[src/rtl/fp32_pkg.sv]
// Shared single-precision constants: operand/result class marks, exponent limits,
// canonical quiet NaN and the divider state encoding.
package fp32_pkg;

    localparam int MARK_NORM = 0;
    localparam int MARK_ZERO = 1;
    localparam int MARK_INF  = 2;
    localparam int MARK_NAN  = 3;

    localparam int EXP_BIAS = 127;
    localparam int EXP_MAX  = 255;

    localparam logic [31:0] QNAN = 32'h7FC0_0000;

    // 24 significand bits + guard + round; the remainder supplies sticky
    localparam int QBITS = 26;

    typedef enum logic [2:0] {
        ST_IDLE,
        ST_SPEC,
        ST_DIV,
        ST_ROUND,
        ST_DONE
    } state_t;

endpackage

[src/rtl/fp32_classify.sv]
// Combinational one-hot class mark of an IEEE-754 single; denormals are marked zero.
module fp32_classify
    import fp32_pkg::*;
(
    input  logic [31:0] val,
    output logic [4:0]  mark
);

    always_comb begin
        mark = '0;
        if (val[30:23] == 8'h00) begin
            mark[MARK_ZERO] = 1'b1;
        end else if (val[30:23] == 8'hFF) begin
            if (val[22:0] != 23'd0) begin
                mark[MARK_NAN] = 1'b1;
            end else begin
                mark[MARK_INF] = 1'b1;
            end
        end else begin
            mark[MARK_NORM] = 1'b1;
        end
    end

endmodule

[src/rtl/fdiv32_iter.sv]
// Iterative single-precision divider: restoring division at one quotient bit per cycle,
// round-to-nearest-even, denormals flushed to zero, result held until out_ready.
module fdiv32_iter
    import fp32_pkg::*;
(
    input  logic        clk,
    input  logic        rst,
    input  logic        in_valid,
    output logic        in_ready,
    input  logic [31:0] op1,
    input  logic [31:0] op2,
    output logic        out_valid,
    input  logic        out_ready,
    output logic [31:0] res,
    output logic [4:0]  res_mark,
    output logic        flag_dz,
    output logic        flag_ovf,
    output logic        flag_unf
);

    localparam logic signed [9:0] EMAX = 10'(EXP_MAX);

    state_t state, state_nxt;

    logic [4:0]  mark1, mark2, rslt_mark;
    logic        sgn;
    logic signed [9:0] expo;
    logic [23:0] divs;
    logic [24:0] rem;
    logic [QBITS-1:0] quo;
    logic [4:0]  cnt;
    logic [31:0] rslt;
    logic        dz_r, ovf_r, unf_r;

    fp32_classify u_cls_op1  (.val(op1),  .mark(mark1));
    fp32_classify u_cls_op2  (.val(op2),  .mark(mark2));
    fp32_classify u_cls_rslt (.val(rslt), .mark(rslt_mark));

    logic        accept, is_spec, s_in;
    logic [23:0] ma_in, mb_in;
    logic [9:0]  exp_in;

    assign in_ready = (state == ST_IDLE);
    assign accept   = in_valid & in_ready;
    assign is_spec  = ~(mark1[MARK_NORM] & mark2[MARK_NORM]);
    assign s_in     = op1[31] ^ op2[31];
    assign ma_in    = {1'b1, op1[22:0]};
    assign mb_in    = {1'b1, op2[22:0]};
    assign exp_in   = {2'b00, op1[30:23]} - {2'b00, op2[30:23]} + 10'(EXP_BIAS);

    logic [31:0] spec_res;
    logic        spec_dz;

    always_comb begin
        spec_res = {s_in, 31'd0};
        spec_dz  = 1'b0;
        if (mark1[MARK_NAN] | mark2[MARK_NAN] | (mark1[MARK_ZERO] & mark2[MARK_ZERO]) |
            (mark1[MARK_INF] & mark2[MARK_INF])) begin
            spec_res = QNAN;
        end else if (mark2[MARK_ZERO]) begin
            spec_res = {s_in, 8'hFF, 23'd0};
            spec_dz  = mark1[MARK_NORM];
        end else if (mark1[MARK_INF]) begin
            spec_res = {s_in, 8'hFF, 23'd0};
        end
    end

    logic        ge;
    logic [24:0] rem_sub;

    assign ge      = (rem >= {1'b0, divs});
    assign rem_sub = ge ? (rem - {1'b0, divs}) : rem;

    // quo[25] is the integer bit, quo[1:0] are guard/round, any remainder left is sticky
    logic        sticky, inc, carry;
    logic [24:0] mant_sum;
    logic [22:0] frac;
    logic signed [9:0] exp_rnd;
    logic [31:0] rnd_res;
    logic        rnd_ovf, rnd_unf;

    always_comb begin
        sticky   = |rem;
        inc      = quo[1] & (quo[0] | sticky | quo[2]);
        mant_sum = {1'b0, quo[QBITS-1:2]} + {24'd0, inc};
        carry    = mant_sum[24];
        frac     = carry ? mant_sum[23:1] : mant_sum[22:0];
        exp_rnd  = expo + {9'd0, carry};
        rnd_ovf  = 1'b0;
        rnd_unf  = 1'b0;
        if (exp_rnd >= EMAX) begin
            rnd_res = {sgn, 8'hFF, 23'd0};
            rnd_ovf = 1'b1;
        end else if (exp_rnd <= 10'sd0) begin
            rnd_res = {sgn, 31'd0};
            rnd_unf = 1'b1;
        end else begin
            rnd_res = {sgn, exp_rnd[7:0], frac};
        end
    end

    always_ff @(posedge clk or posedge rst) begin
        if (rst) begin
            state <= ST_IDLE;
        end else begin
            state <= state_nxt;
        end
    end

    always_comb begin
        state_nxt = state;
        case (state)
            ST_IDLE:  if (accept) state_nxt = is_spec ? ST_SPEC : ST_DIV;
            ST_SPEC:  state_nxt = ST_DONE;
            ST_DIV:   if (cnt == 5'(QBITS - 1)) state_nxt = ST_ROUND;
            ST_ROUND: state_nxt = ST_DONE;
            ST_DONE:  if (out_valid & out_ready) state_nxt = ST_IDLE;
            default:  state_nxt = ST_IDLE;
        endcase
    end

    always_ff @(posedge clk or posedge rst) begin
        if (rst) begin
            sgn       <= 1'b0;
            expo      <= '0;
            divs      <= '0;
            rem       <= '0;
            quo       <= '0;
            cnt       <= '0;
            rslt      <= '0;
            dz_r      <= 1'b0;
            ovf_r     <= 1'b0;
            unf_r     <= 1'b0;
            out_valid <= 1'b0;
            res       <= '0;
            res_mark  <= '0;
            flag_dz   <= 1'b0;
            flag_ovf  <= 1'b0;
            flag_unf  <= 1'b0;
        end else begin
            case (state)
                ST_IDLE: begin
                    if (accept) begin
                        sgn   <= s_in;
                        divs  <= mb_in;
                        cnt   <= '0;
                        quo   <= '0;
                        rslt  <= spec_res;
                        dz_r  <= spec_dz;
                        ovf_r <= 1'b0;
                        unf_r <= 1'b0;
                        // pre-normalise so the first quotient bit is always the integer 1
                        if (ma_in < mb_in) begin
                            rem  <= {ma_in, 1'b0};
                            expo <= exp_in - 10'd1;
                        end else begin
                            rem  <= {1'b0, ma_in};
                            expo <= exp_in;
                        end
                    end
                end
                ST_DIV: begin
                    rem <= {rem_sub[23:0], 1'b0};
                    quo <= {quo[QBITS-2:0], ge};
                    cnt <= cnt + 5'd1;
                end
                ST_ROUND: begin
                    rslt  <= rnd_res;
                    ovf_r <= rnd_ovf;
                    unf_r <= rnd_unf;
                end
                ST_DONE: begin
                    if (!out_valid) begin
                        out_valid <= 1'b1;
                        res       <= rslt;
                        res_mark  <= rslt_mark;
                        flag_dz   <= dz_r;
                        flag_ovf  <= ovf_r;
                        flag_unf  <= unf_r;
                    end else if (out_ready) begin
                        out_valid <= 1'b0;
                        flag_dz   <= 1'b0;
                        flag_ovf  <= 1'b0;
                        flag_unf  <= 1'b0;
                    end
                end
                default: ;
            endcase
        end
    end

endmodule
[config.mk]
export PLATFORM = sky130hd
export DESIGN_NAME = fdiv32_iter
export DESIGN_NICKNAME = d
export VERILOG_FILES = /design/src/rtl/fp32_pkg.sv /design/src/rtl/fp32_classify.sv /design/src/rtl/fdiv32_iter.sv
export SDC_FILE = /design/constraint.sdc
export NUM_CORES = 1
export LEC_CHECK = 0
export ABC_AREA = 1
export BUFFER_PORTS_ARGS = -buffer_cell sky130_fd_sc_hd__buf_4
export CAP_MARGIN = 20
export CORE_ASPECT_RATIO = 1.1
export CORE_MARGIN = 4
export CORE_UTILIZATION = 49
export CTS_CLUSTER_SIZE = 8
export DETAILED_ROUTE_END_ITERATION = 16
export PLACE_DENSITY = 0.78
export SETUP_SLACK_MARGIN = 0.2
export SLEW_MARGIN = 20
export SYNTH_ARGS = -nofsm -noshare
export SYNTH_HDL_FRONTEND = slang
export SYNTH_SLANG_ARGS = --single-unit
[constraint.sdc]
create_clock -name clk -period 7.05 [get_ports clk]
set_input_delay 1.0575 -clock clk [delete_from_list [all_inputs] [get_ports clk]]
set_output_delay 1.0575 -clock clk [all_outputs]
set_load 0.05 [all_outputs]
-- After elaboration in Yosys (flattened, before gate mapping)
Index checks and enable logic that the tools add are counted.
- register bits after elaboration: 169
- output and inout port bits: 42
- word-level logic and storage cells: 127
- $add $sub $neg: 7
- magnitude comparators: 4
- eq/ne operators: 12
- mux-type cells: 57
- bitwise logic cells: 13
- reduce and logical (&&, ||, !) cells: 17
- operators by type and width (cell ; count):
    $mux 31 ; 4
    $reduce_bool 23->1 ; 3
    $mux 32 ; 2
    $pmux 32 s2 ; 1
    $pmux 26 s2 ; 1
    $mux 25 ; 2
    $pmux 25 s2 ; 1
    $mux 1 ; 27
    $mux 26 ; 1
    $add 24x1->25 ; 1
    $ge 25x24->1 ; 1
    $reduce_or 25->1 ; 1
    $eq 8x8->1 const B ; 3
    $logic_not 8->1 ; 3
    $lt 24x24->1 ; 1
    $mux 24 ; 1
    $sub 24x24->24 ; 1
    $mux 23 ; 1
    $mux 2 ; 7
    $pmux 3 s4 ; 1
    $add 10x1->10 ; 1
    $add 9x8->10 const B ; 1
    $ge 10x9->1 const B ; 1
    $le 10x1->1 const B ; 1
    23 further kinds ; 43

-- Longest topological paths before layout
Gate-level depths: netlist (run 1).
- word-level depth: 10
- mapped depth: 28
- depth with buffers taken out: 28

-- By module
From an unflattened synthesis (run 1), not the netlist that was laid out.
- cell total of the unflattened synthesis: 1633
- area total of the unflattened synthesis: 11544.8 sq um
- modules (own cells, without submodules) (module ; instances ; cells each ; area an instance (sq um)):
    fdiv32_iter ; 1 ; 1513 ; 11045.6
    fp32_classify ; 3 ; 40 ; 166.4

-- Worst setup path before layout (run 1)
Ideal clock, no wire load.
- path kind: reg2reg
- from: reg quo[2]
- to: reg rslt[1]
- setup time: 0.134 ns
- arrival time: 3.276 ns
- data required time: 6.916 ns
- setup slack: 3.640 ns
- cell stages (with the launch flop): 26
- clock period less this slack: 3.410 ns
- cells stage by stage: dfrtp_1 > nand2_1 > inv_1 > ha_1 > nand2_1 > nor2_2 > nand3_1 > nor2_1 > nand4_1 > nor2_1 > nand2_1 > nor2_1 > nand3_1 > inv_1 > ha_1 > ha_1 > nand3_1 > xor2_1 > nand2_1 > nor3_1 > nand3_1 > nand2_2 > inv_2 > nand2_4 > buf_6 > o22ai_1
- word-level cells in the longest chain between the ends: 8
- elaborated cells on any way between the ends: 10
- ends and longest elaborated chain (what ; RTL line ; source):
    start, declared ; fdiv32_iter.sv:30 ; logic [QBITS-1:0] quo;
    start signal, assigned ; fdiv32_iter.sv:164 ; quo <= {quo[QBITS-2:0], ge};
    $or 1x1->1 ; fdiv32_iter.sv:84 ; inc = quo[1] & (quo[0] | sticky | quo[2]);
    $and 1x1->1 ; fdiv32_iter.sv:84 ;
    $add 24x1->25 (*) ; fdiv32_iter.sv:85 ; mant_sum = {1'b0, quo[QBITS-1:2]} + {24'd0, inc};
    $add 10x1->10 ; fdiv32_iter.sv:88 ; exp_rnd = expo + {9'd0, carry};
    $le 10x1->1 ; fdiv32_iter.sv:94 ; end else if (exp_rnd <= 10'sd0) begin
    $mux 31 ; fdiv32_iter.sv:94 ;
    $mux 31 (*) ; fdiv32_iter.sv:91 ; if (exp_rnd >= EMAX) begin
    $pmux 32 s2 (*) ; fdiv32_iter.sv:141 ; case (state)
    end signal, assigned ; fdiv32_iter.sv:148 ; rslt <= spec_res;
    end signal, assigned ; fdiv32_iter.sv:168 ; rslt <= rnd_res;
    end, declared ; fdiv32_iter.sv:32 ; logic [31:0] rslt;
Every way passes the cells marked *; elsewhere a longest branch is shown, timed or not.
A chain may end at the register's enable or synchronous reset.

-- Worst setup path in the final report (run 1)
- from: reg quo[1]
- to: reg rslt[21]
- word-level cells in the longest chain between the ends: 7
- elaborated cells on any way between the ends: 9
- ends and longest elaborated chain (what ; RTL line):
    $and 1x1->1 (*) ; fdiv32_iter.sv:84
    $add 24x1->25 (*) ; fdiv32_iter.sv:85
    $add 10x1->10 ; fdiv32_iter.sv:88
    $le 10x1->1 ; fdiv32_iter.sv:94
    $mux 31 ; fdiv32_iter.sv:94
    $mux 31 (*) ; fdiv32_iter.sv:91
    $pmux 32 s2 (*) ; fdiv32_iter.sv:141
Marks and branches as above.

==> flow_summary.rst, run 1 <==
.. list-table::
   :header-rows: 1

   * - Metric
     - Value
   * - Top cells by area, synth
     - sky130_fd_sc_hd__dfrtp_1 36%, sky130_fd_sc_hd__nand2_1 15%, sky130_fd_sc_hd__inv_1 7.3%
   * - Worst-case vdd ir drop
     - 0.000204 V
   * - Setup clock skew after layout
     - 0.0130 ns
   * - Total inserted antenna cells
     - 0
   * - TritonCTS clock tree
     - yes
   * - Number of nets produced by synthesis
     - 1790
   * - Critical path fanouts, max
     - 17
   * - Worst Hold Launch
     - divs[23]$_DFFE_PP0P_
   * - Critical path required time
     - 7.38 ns
   * - Internal Power
     - 2.99 mW
   * - Commonest cells post-synth
     - 465 x sky130_fd_sc_hd__nand2_1, 226 x sky130_fd_sc_hd__inv_1, 169 x sky130_fd_sc_hd__dfrtp_1
   * - Netlist area before placement
     - 11700 um^2
   * - Count leader, synth
     - sky130_fd_sc_hd__nand2_1
   * - Sequential share of power
     - 0.271
   * - Antenna violations before repair
     - 0
   * - Post-synthesis average cell area
     - 7.04 um^2
   * - Final design utilization
     - 0.565
   * - Initial Utilization
     - 0.496
   * - Core area
     - 23500 um^2
   * - Resized cells post-CTS
     - 0
   * - Source of the worst register-to-register timing path
     - quo[1]$_DFFE_PP0P_
   * - Die extent in y
     - 170 um
   * - Via count of the first global-routing pass
     - 10500
   * - Total congestion overflow after global routing
     - 0
   * - Total CTS buffers
     - 17
   * - Critical path class
     - reg2reg
   * - Delay of the slowest critical-path stage
     - 0.37 ns
   * - Die W
     - 155 um
   * - Fmax achieved
     - 243 MHz
   * - DRT Pass-1 Iters
     - 6
   * - Detail-routed via count per cell
     - 5.46
   * - Nets@finish
     - 1876
   * - Count of final max-slew check failures
     - 0
   * - Weighted congestion at the end of routability-driven global placement
     - 0.997
   * - Post-CTS setup buffer count
     - 0
   * - Hold buffer count at cts
     - 0
   * - Slew at the pin closest to its max-slew limit
     - 0.963 ns
   * - Worst min-delay path category
     - reg2reg
   * - Share of Yosys cell area claimed by the top area cell type
     - 0.362
   * - Cell at the slowest stage of the critical path
     - sky130_fd_sc_hd__dfrtp_1
   * - Part of the total power dissipated in the clock network
     - 0.161
   * - Tightest slew margin relative to the limit
     - 0.358
   * - NetSw
     - 3.12 mW
   * - Number of standard cells after synthesis
     - 1659
   * - Part of the Yosys area used for sequential elements
     - 0.362
   * - Tcrit/Tclk final
     - 0.584
   * - Buffers added on ports
     - 108
   * - Count of flip-flops with a built-in enable after synthesis
     - 0
   * - Instance area at placement
     - 12700 um^2
   * - Top flip-flop cell by instance count after synthesis
     - sky130_fd_sc_hd__dfrtp_1
   * - Post-route cell area
     - 13300 um^2
   * - Warnings from Yosys
     - 0
   * - Placement row count
     - 59
   * - Full die area
     - 26400 um^2
   * - Combinational cell fraction of total power
     - 0.568
   * - Shortest period the worst path allows
     - 4.11 ns
   * - Result of the run
     - completed
   * - Proportion of register bits with asynchronous set or reset after synthesis
     - 1.00
   * - Type of destination of the critical path
     - flip-flop
   * - 1st-iter DRT viols
     - 988
   * - Area growth, synth to finish
     - 14.0%
   * - Register bit total from synthesis
     - 169
   * - Number of endpoints failing setup at the final stage
     - 0
   * - Share of final-layout standard cells stronger than drive strength 1
     - 0.111
   * - Startpoint type of the worst setup path
     - flip-flop
   * - Power density over the cells
     - 459 nW/um^2
   * - Total GRT Usage
     - 0.235
   * - Net switching fraction of the power
     - 0.511
   * - Routed wire length
     - 30800 um
   * - Clock Root Buffer
     - sky130_fd_sc_hd__clkbuf_16
   * - Clock Path Buffers
     - 2
   * - Later-pin clock latency in the skew report
     - 0.44 ns
   * - Static Leak
     - 6.65 nW
   * - Vias
     - 11300
   * - Average detailed-routed wire length per instance
     - 14.9 um
   * - Final ANT Viol Nets
     - 0
   * - Count of unresolved DRC violations after routing
     - 0
   * - HPWL after detailed placement
     - 23400 um
   * - RSZ-0062 raised after global routing
     - false
   * - Post-route setup TNS
     - 0 ns
   * - Wire length of the first global-routing pass
     - 51400 um
   * - I/O pin total
     - 110
   * - CTS sink count
     - 169
   * - Final hold vios
     - 0
   * - Distinct cell type count after synthesis
     - 52
   * - Data arrival at the endpoint of the critical path
     - 4.44 ns
   * - Hold slack final
     - 0.477 ns
   * - CTS H-tree lvls
     - 4
   * - Placed insts
     - 2031
   * - Yosys top cell by area
     - sky130_fd_sc_hd__dfrtp_1
   * - Max-cap viol count
     - 0
   * - Maximum number of pins on one net before global-route repair
     - 90
   * - Cell repeated most along the worst path
     - sky130_fd_sc_hd__nand2_1
   * - Clock transition at path regs
     - 0.08 ns
   * - Non-filler cells in the finished layout
     - 2063
   * - Critical path startpoint
     - quo[1]$_DFFE_PP0P_
## cell families (layout without fill, tap and decap cells)
| logic type | Yosys count | after routing | synth area share |
|---|---|---|---|
| buffers and inverters | 283 | 382 | 0.0970 |
| AO/OA/AOI/OAI | 264 | 264 | 0.127 |
| XOR/XNOR | 38 | 38 | 0.0285 |
| other | 1 | 1 | 0.000321 |
| flip-flops | 169 | 169 | 0.362 |
| AND/OR/NAND/NOR | 840 | 840 | 0.315 |
| adder cells (fa/ha/maj) | 63 | 63 | 0.0688 |
| multiplexers | 1 | 1 | 0.000857 |
## power groups by stage
stage	logic (mW)	clock network [mW]	registers, mW
6_report	3.47	0.986	1.66
5_1_grt	3.88	1.04	1.70
4_1_cts	3.44	0.993	1.64
3_5_place_dp	3.41	0	1.66
3_3_place_gp	3.36	0	1.65
2_1_floorplan	2.43	0	1.85
## per-stage QoR
stage	power, mW	worst slack [ns]
2_1_floorplan	4.28	1.42
3_3_place_gp	5.00	3.17
3_5_place_dp	5.07	2.99
4_1_cts	6.07	2.98
5_1_grt	6.62	2.39
6_report	6.11	2.94
## registers in the layout, summed over array words and instances (netlist names), 3 cells and up
name,flops
expo,10
divs,24
rslt,32
res,32
state,3
quo,26
cnt,5
rem,25
res_mark,4
## routing by layer
metal | share of wire | GRT usage | up-vias | wire length (um)
met4 | 0.018 | 0.0582 | 0 | 539
met1 | 0.48 | 0.346 | 5273 | 14800
li1 | - | - | 5585 | -
met5 | 0 | 0 | - | 0
met3 | 0.067 | 0.0397 | 44 | 2060
met2 | 0.43 | 0.361 | 370 | 13300
## path summary, 6_finish.rpt
check | endpoint | slack, ns | cells past startpoint
setup reg to reg | rslt[21]$_DFFE_PP0P_ | 2.94 | 26
hold / removal | divs[23]$_DFFE_PP0P_ | 0.48 | 2
setup / recovery | rslt[21]$_DFFE_PP0P_ | 2.94 | 26
min in group asynchronous | divs[2]$_DFFE_PP0P_ | 0.74 | 2
max in group asynchronous | res[31]$_DFFE_PP0P_ | 4.76 | 3
hold reg to reg | divs[23]$_DFFE_PP0P_ | 0.48 | 2
## final cells by class
type / instances / area [um^2]
fillers: 2190 / 10200
multi-input cells: 1207 / 6320
flip-flops and latches: 169 / 4230
inverters: 238 / 898
repair buffers: 112 / 841
clock buffers: 17 / 425
well taps: 305 / 382
clock inverters: 15 / 214
## worst max-delay path, delay by kind of cell (launching register included)
family / cells / cell delay (ns)
xor gates and xnor gates: 1 / 0.29
adders and majority gates: 3 / 0.67
buffers and inverters: 4 / 0.40
DFF: 1 / 0.37
and+or+nand+nor: 18 / 2.25
## placed cells by master (no fill, tap or decap), drive strengths merged, types with 34 or more instances in the layout
cell type and n:
a21oi 60, buf 112, dfrtp 169, ha 61, inv 242, nand2 478, nand3 116, nand4 43
nor2 144, nor3 34, o21ai 138, o22ai 47
Note: power is estimated with default switching activity, not from simulation.
==> inputs of run 2 (changes only) <==
==> constraint.sdc (replaced) <==
create_clock -name clk -period 3.9 [get_ports clk]
set_input_delay 0.585 -clock clk [delete_from_list [all_inputs] [get_ports clk]]
set_output_delay 0.585 -clock clk [all_outputs]
set_load 0.05 [all_outputs]
==> run 2 against run 1 <==
Compared with the run above:
- critical path depth stayed put
- cell count up 1.3%
- combinational power up 84%
- worst hold slack lost 0.080 ns
- clock power increased by 81%
- die area stayed put
- flip-flop and latch count unchanged
- critical endpoint is now rslt[23]$_DFFE_PP0P_
- total power grew 83%
- wire length up 1.1%
- clock skew up 0.00064 ns
- core utilization grew 1.4 points
==> flow_summary.rst, run 2 (synthesized netlist as in run 1, its figures left out) <==
.. list-table::
   :header-rows: 1

   * - Metric
     - Value
   * - Later-pin clock latency in the skew report
     - 0.45 ns
   * - Clock Root Buffer
     - sky130_fd_sc_hd__clkbuf_16
   * - Worst min-delay path category
     - in2async
   * - Largest registers ranked by flip-flop count
     - res x32, rslt x32, quo x26
   * - RSZ-0062 raised after global routing
     - false
   * - Slew at the pin closest to its max-slew limit
     - 0.899 ns
   * - I/O pin total
     - 110
   * - Max-cap viol count
     - 0
   * - TritonCTS clock tree
     - yes
   * - Via count of the first global-routing pass
     - 10400
   * - Antenna violations before repair
     - 0
   * - Critical path class
     - reg2reg
   * - Count of final max-slew check failures
     - 0
   * - Hold buffer count at cts
     - 0
   * - 1st-iter DRT viols
     - 964
   * - Fmax achieved
     - 291 MHz
   * - Final ANT Viol Nets
     - 0
   * - Min setup slack post-route
     - 0.469 ns
   * - Clock Path Buffers
     - 2
   * - Worst slack, placed
     - -0.00646 ns
   * - Wire length of the first global-routing pass
     - 51300 um
   * - Area growth, synth to finish
     - 16.8%
   * - Average detailed-routed wire length per instance
     - 14.9 um
   * - Vias
     - 11300
   * - Full die area
     - 26400 um^2
   * - Power density over the cells
     - 821 nW/um^2
   * - Total inserted antenna cells
     - 0
   * - Setup clock skew after layout
     - 0.0137 ns
   * - Total power after layout
     - 11.2 mW
   * - Tcrit/Tclk final
     - 0.880
   * - Nets@finish
     - 1902
   * - Count of unresolved DRC violations after routing
     - 0
   * - Die extent in y
     - 170 um
   * - Buffers added on ports
     - 108
   * - DRT Pass-1 Iters
     - 5
   * - Clock transition at path regs
     - 0.08 ns
   * - Detail-routed via count per cell
     - 5.39
   * - Initial Utilization
     - 0.496
   * - Final design utilization
     - 0.579
   * - CTS H-tree lvls
     - 4
   * - Die W
     - 155 um
   * - Type of destination of the critical path
     - flip-flop
   * - CTS sink count
     - 169
   * - Worst-case vdd ir drop
     - 0.000323 V
   * - Commonest non-fill, non-tap cell in the layout
     - sky130_fd_sc_hd__nand2_1
   * - Share of final-layout standard cells stronger than drive strength 1
     - 0.137
   * - Non-filler cells in the finished layout
     - 2089
   * - Maximum number of pins on one net before global-route repair
     - 170
   * - HPWL after detailed placement
     - 23300 um
   * - Startpoint type of the worst setup path
     - flip-flop
   * - Critical path fanouts, max
     - 7
   * - Weighted congestion at the end of routability-driven global placement
     - 0.955
   * - Total congestion overflow after global routing
     - 0
   * - Total CTS buffers
     - 17
   * - Placed insts
     - 2041
   * - Final hold vios
     - 0
   * - Core area
     - 23500 um^2
   * - Placement row count
     - 59
   * - Number of endpoints failing setup at the final stage
     - 0
   * - Shortest period the worst path allows
     - 3.43 ns
   * - Critical path required time
     - 4.23 ns
   * - Data arrival at the endpoint of the critical path
     - 3.76 ns
   * - Result of the run
     - completed
   * - Routed wire length
     - 31100 um
   * - Commonest non-fill, non-tap cells in the layout
     - 463 x sky130_fd_sc_hd__nand2_1, 221 x sky130_fd_sc_hd__inv_1, 169 x sky130_fd_sc_hd__dfrtp_1
   * - Static Leak
     - 6.77 nW
   * - Total GRT Usage
     - 0.236
   * - Tightest slew margin relative to the limit
     - 0.401
-- run 2: cell count changes in the layout (fill, tap and decap cells not counted), sizes merged --
cell,previous run,this run
buf,112,138
clkinv,11,10
clkinvlp,0,1
-- run 2: timing repair --
| action | in CTS | in global routing |
|---|---|---|
| setup endpoints to repair | 27 | 31 |
| cloned | 0 | 0 |
| resized for setup | 6 | 25 |
| setup buffers | 10 | 6 |
| hold endpoints to repair | 0 | 0 |
| pin swaps | 5 | 11 |
-- run 2: worst paths after layout --
path                                      start                    to  slack [ns]  cells past startpoint
min                                         rst    rem[3]$_DFFE_PP0P_        0.40                      3
max in group asynchronous                   rst    quo[8]$_DFFE_PP0P_        2.86                      3
min reg2reg                divs[23]$_DFFE_PP0P_  divs[23]$_DFFE_PP0P_        0.47                      2
max reg2reg                  quo[2]$_DFFE_PP0P_  rslt[23]$_DFFE_PP0P_        0.47                     26
min in group clk                        op2[11]  divs[11]$_DFFE_PP0P_        0.43                      3
max                          quo[2]$_DFFE_PP0P_  rslt[23]$_DFFE_PP0P_        0.47                     26
-- run 2: worst max-delay path: stages (launching register included) --
cell and delay, ns:
sky130_fd_sc_hd__dfrtp_1 0.38, sky130_fd_sc_hd__nand2_1 0.09, sky130_fd_sc_hd__inv_2 0.08, sky130_fd_sc_hd__ha_4 0.14, sky130_fd_sc_hd__nand2_1 0.07, sky130_fd_sc_hd__nor2_2 0.12, sky130_fd_sc_hd__nand3_2 0.11, sky130_fd_sc_hd__nor2_2 0.12
sky130_fd_sc_hd__nand4_1 0.15, sky130_fd_sc_hd__nor2_2 0.16, sky130_fd_sc_hd__nand2_1 0.09, sky130_fd_sc_hd__nor2_1 0.11, sky130_fd_sc_hd__nand3_2 0.11, sky130_fd_sc_hd__inv_2 0.09, sky130_fd_sc_hd__ha_4 0.14, sky130_fd_sc_hd__buf_4 0.12
sky130_fd_sc_hd__inv_1 0.03, sky130_fd_sc_hd__nor2_1 0.09, sky130_fd_sc_hd__nand3_1 0.12, sky130_fd_sc_hd__nor2_2 0.17, sky130_fd_sc_hd__xor2_2 0.23, sky130_fd_sc_hd__o21ai_2 0.11, sky130_fd_sc_hd__nand2_4 0.17, sky130_fd_sc_hd__buf_4 0.13
sky130_fd_sc_hd__o21ai_0 0.07, sky130_fd_sc_hd__nand2_1 0.08, sky130_fd_sc_hd__nand2_1 0.05
-- run 2: where the power goes --
group / switching, mW / leakage [nW] / internal (mW)
registers: 0.583 / 2.20 / 2.43
clock network: 0.888 / 0.304 / 0.890
logic: 4.22 / 4.27 / 2.19
total: 5.69 / 6.77 / 5.51
-- run 2: area by class of cell --
cell class                 count  area [um^2]
multi-input combinational   1207         6450
timing repair buffer         138         1050
sequential                   169         4230
clock inverter                15          206
inverter                     238          900
fill                        2197         9900
tap                          305          382
clock buffer                  17          425
-- run 2: routing by layer --
layer / wire [um] / vias to the layer above / track usage
met5: 0 / - / 0
li1: - / 5647 / -
met2: 13700 / 370 / 0.356
met4: 558 / 0 / 0.0605
met1: 14700 / 5193 / 0.350
met3: 2150 / 45 / 0.0460
-- run 2: metrics by stage --
stage	setup TNS, ns	area, um^2	hold WS [ns]
floorplan	0	11700	0.426
global placement	0	12800	0.448
detailed placement	-0.00646	12800	0.447
CTS	0	13500	0.430
global route	0	13600	0.454
finish	0	13600	0.397
==> inputs of run 3 (changes only) <==
--- a/config.mk
+++ b/config.mk
@@ -8,12 +8,13 @@
 export ABC_AREA = 1
 export BUFFER_PORTS_ARGS = -buffer_cell sky130_fd_sc_hd__buf_4
 export CAP_MARGIN = 20
-export CORE_ASPECT_RATIO = 1.1
+export CORE_ASPECT_RATIO = 1.4
 export CORE_MARGIN = 4
 export CORE_UTILIZATION = 49
 export CTS_CLUSTER_SIZE = 8
 export DETAILED_ROUTE_END_ITERATION = 16
 export PLACE_DENSITY = 0.78
+export RECOVER_POWER = 25
 export SETUP_SLACK_MARGIN = 0.2
 export SLEW_MARGIN = 20
 export SYNTH_ARGS = -nofsm -noshare
==> run 3 against run 2 <==
Compared with the run above:
- the run now ends with max-capacitance violations, max-slew violations left
- core utilization barely moved
- highest routed layer unchanged
- count of clock-buffer cells in the layout rose by 1
- wire length rose by 4.3%
- first-iteration DRC count fell by 21%
- flip-flop and latch count did not move
- non-clock buffer count fell by 8
- critical endpoint is now rslt[0]$_DFFE_PP0P_
- worst hold slack got worse by 0.15 ns
- clock power fell by 6%
- fmax fell by 1.7%
- via count rose by 2.6%
- die area rose by 0.12%
- clock skew barely moved
==> flow_summary.rst, run 3 (synthesized netlist as in run 1, its figures left out) <==
.. list-table::
   :header-rows: 1

   * - Metric
     - Value
   * - Final hold vios
     - 0
   * - Later-pin clock latency in the skew report
     - 0.44 ns
   * - Shortest period the worst path allows
     - 3.49 ns
   * - Count of unresolved DRC violations after routing
     - 0
   * - CTS sink count
     - 169
   * - Critical path fanouts, max
     - 13
   * - Placement row count
     - 66
   * - Antenna violations before repair
     - 0
   * - Total congestion overflow after global routing
     - 0
   * - Die W
     - 138 um
   * - Average detailed-routed wire length per instance
     - 15.6 um
   * - Max-cap viol count
     - 2
   * - Via count of the first global-routing pass
     - 11200
   * - Worst min-delay path category
     - in2async
   * - I/O pin total
     - 110
   * - 1st-iter DRT viols
     - 762
   * - Critical path class
     - reg2reg
   * - Core area
     - 23400 um^2
   * - Worst-case vdd ir drop
     - 0.000364 V
   * - Setup clock skew after layout
     - 0.0139 ns
   * - Placed insts
     - 2040
   * - Power density over the cells
     - 822 nW/um^2
   * - Nets@finish
     - 1895
   * - Routed wire length
     - 32400 um
   * - Clock transition at path regs
     - 0.07 ns
   * - Critical path required time
     - 4.21 ns
   * - CTS H-tree lvls
     - 4
   * - Commonest non-fill, non-tap cell in the layout
     - sky130_fd_sc_hd__nand2_1
   * - Buffers added on ports
     - 108
   * - Slew at the pin closest to its max-slew limit
     - 2.42 ns
   * - Top layer used by detailed routing
     - met4
   * - Full die area
     - 26400 um^2
   * - Detailed route wirelength on metal3
     - 1470 um
   * - Share of final-layout standard cells stronger than drive strength 1
     - 0.131
   * - Tightest slew margin relative to the limit
     - -0.615
   * - RSZ-0062 raised after global routing
     - false
   * - DRT Pass-1 Iters
     - 9
   * - Clock Root Buffer
     - sky130_fd_sc_hd__clkbuf_16
   * - Initial Utilization
     - 0.500
   * - Commonest non-fill, non-tap cells in the layout
     - 463 x sky130_fd_sc_hd__nand2_1, 223 x sky130_fd_sc_hd__inv_1, 169 x sky130_fd_sc_hd__dfrtp_1
   * - Result of the run
     - finished, violations left
   * - Fmax achieved
     - 286 MHz
   * - Maximum number of pins on one net before global-route repair
     - 109
   * - Die extent in y
     - 191 um
   * - Post-route setup TNS
     - 0 ns
   * - Detail-routed via count per cell
     - 5.55
   * - Largest registers ranked by flip-flop count
     - res x32, rslt x32, quo x26
   * - Hold slack final
     - 0.243 ns
   * - Wire length of the first global-routing pass
     - 52800 um
   * - Total GRT Usage
     - 0.242
   * - HPWL after detailed placement
     - 24700 um
   * - Total inserted antenna cells
     - 0
   * - TritonCTS clock tree
     - yes
   * - Data arrival at the endpoint of the critical path
     - 3.80 ns
   * - Hold buffer count at cts
     - 0
   * - Clock Path Buffers
     - 2
   * - Number of endpoints failing setup at the final stage
     - 0
   * - Final ANT Viol Nets
     - 0
   * - Static Leak
     - 6.73 nW
   * - Count of final max-slew check failures
     - 154
   * - Final design utilization
     - 0.579
   * - Area growth, synth to finish
     - 15.9%
   * - Startpoint type of the worst setup path
     - flip-flop
   * - Type of destination of the critical path
     - flip-flop
   * - Routed length on met1
     - 12500 um
   * - Vias
     - 11600
   * - Violated checks
     - max-capacitance violations, max-slew violations
   * - Met2 routed wirelength
     - 17000 um
   * - Total CTS buffers
     - 17
   * - Tcrit/Tclk final
     - 0.895
   * - Non-filler cells in the finished layout
     - 2083
   * - Weighted congestion at the end of routability-driven global placement
     - 0.955
## run 3: cell type report
| type | count | area [um^2] |
|---|---|---|
| Inverter | 238 | 895 |
| Timing Repair Buffer | 130 | 982 |
| Fill cell | 2225 | 9840 |
| Multi-Input combinational cell | 1208 | 6450 |
| Sequential cell | 169 | 4230 |
| Clock inverter | 14 | 153 |
| Tap cell | 306 | 383 |
| Clock buffer | 18 | 439 |
## run 3: path summary, 6_finish.rpt
check | from | to | depth (start not counted) | slack [ns]
min in group clk | op2[6] | divs[6]$_DFFE_PP0P_ | 3 | 0.45
worst max-delay path | quo[2]$_DFFE_PP0P_ | rslt[0]$_DFFE_PP0P_ | 25 | 0.41
worst max register to register | quo[2]$_DFFE_PP0P_ | rslt[0]$_DFFE_PP0P_ | 25 | 0.41
worst min register to register | divs[23]$_DFFE_PP0P_ | divs[23]$_DFFE_PP0P_ | 2 | 0.47
worst min-delay path | rst | res[4]$_DFFE_PP0P_ | 2 | 0.24
max in group asynchronous | rst | rem[18]$_DFFE_PP0P_ | 3 | 0.86
## run 3: worst max-delay path, cell delays in order (launching register included)
cell and delay, ns:
sky130_fd_sc_hd__dfrtp_1 0.36, sky130_fd_sc_hd__nand2_1 0.09, sky130_fd_sc_hd__inv_2 0.11, sky130_fd_sc_hd__ha_4 0.15, sky130_fd_sc_hd__nand2_1 0.08, sky130_fd_sc_hd__nor2_2 0.12
sky130_fd_sc_hd__nand3_2 0.11, sky130_fd_sc_hd__nor2_4 0.10, sky130_fd_sc_hd__nand4_1 0.15, sky130_fd_sc_hd__nor2_2 0.14, sky130_fd_sc_hd__nand2_1 0.08, sky130_fd_sc_hd__nor2_1 0.08
sky130_fd_sc_hd__nand3_1 0.09, sky130_fd_sc_hd__inv_1 0.08, sky130_fd_sc_hd__ha_2 0.20, sky130_fd_sc_hd__ha_4 0.15, sky130_fd_sc_hd__nand3_2 0.11, sky130_fd_sc_hd__xor2_2 0.20
sky130_fd_sc_hd__nand2_1 0.09, sky130_fd_sc_hd__nor3_2 0.19, sky130_fd_sc_hd__nand3_1 0.16, sky130_fd_sc_hd__nand2_2 0.14, sky130_fd_sc_hd__inv_2 0.10, sky130_fd_sc_hd__nand2_8 0.08
sky130_fd_sc_hd__buf_12 0.13, sky130_fd_sc_hd__o21ai_0 0.08
## run 3: layer usage
metal,vias up,GRT usage
li1,5632,-
met1,5366,0.271
met2,436,0.459
met3,118,0.0268
met4,0,0.110
met5,-,0
## run 3: repair_timing
item | 4_1_cts | 5_1_grt
endpoints found under the hold margin | 0 | 0
setup endpoints to repair | 30 | 31
buffers inserted | 4 | 6
pin swaps | 3 | 10
gates resized for setup | 11 | 16
cloned | 0 | 1
## run 3: power breakdown
group / switching (mW) / internal, mW / leakage, nW
clock network: 0.808 / 0.875 / 0.291
logic: 4.29 / 2.16 / 4.24
registers: 0.560 / 2.43 / 2.20
## run 3: metrics by stage
step	worst slack [ns]	total power, mW	cell area [um^2]
2_1_floorplan	0.490	7.73	11700
3_3_place_gp	0.0957	9.13	12700
3_5_place_dp	-0.0835	9.24	12700
4_1_cts	0.210	11.0	13400
5_1_grt	0.196	12.0	13500
6_report	0.409	11.1	13500
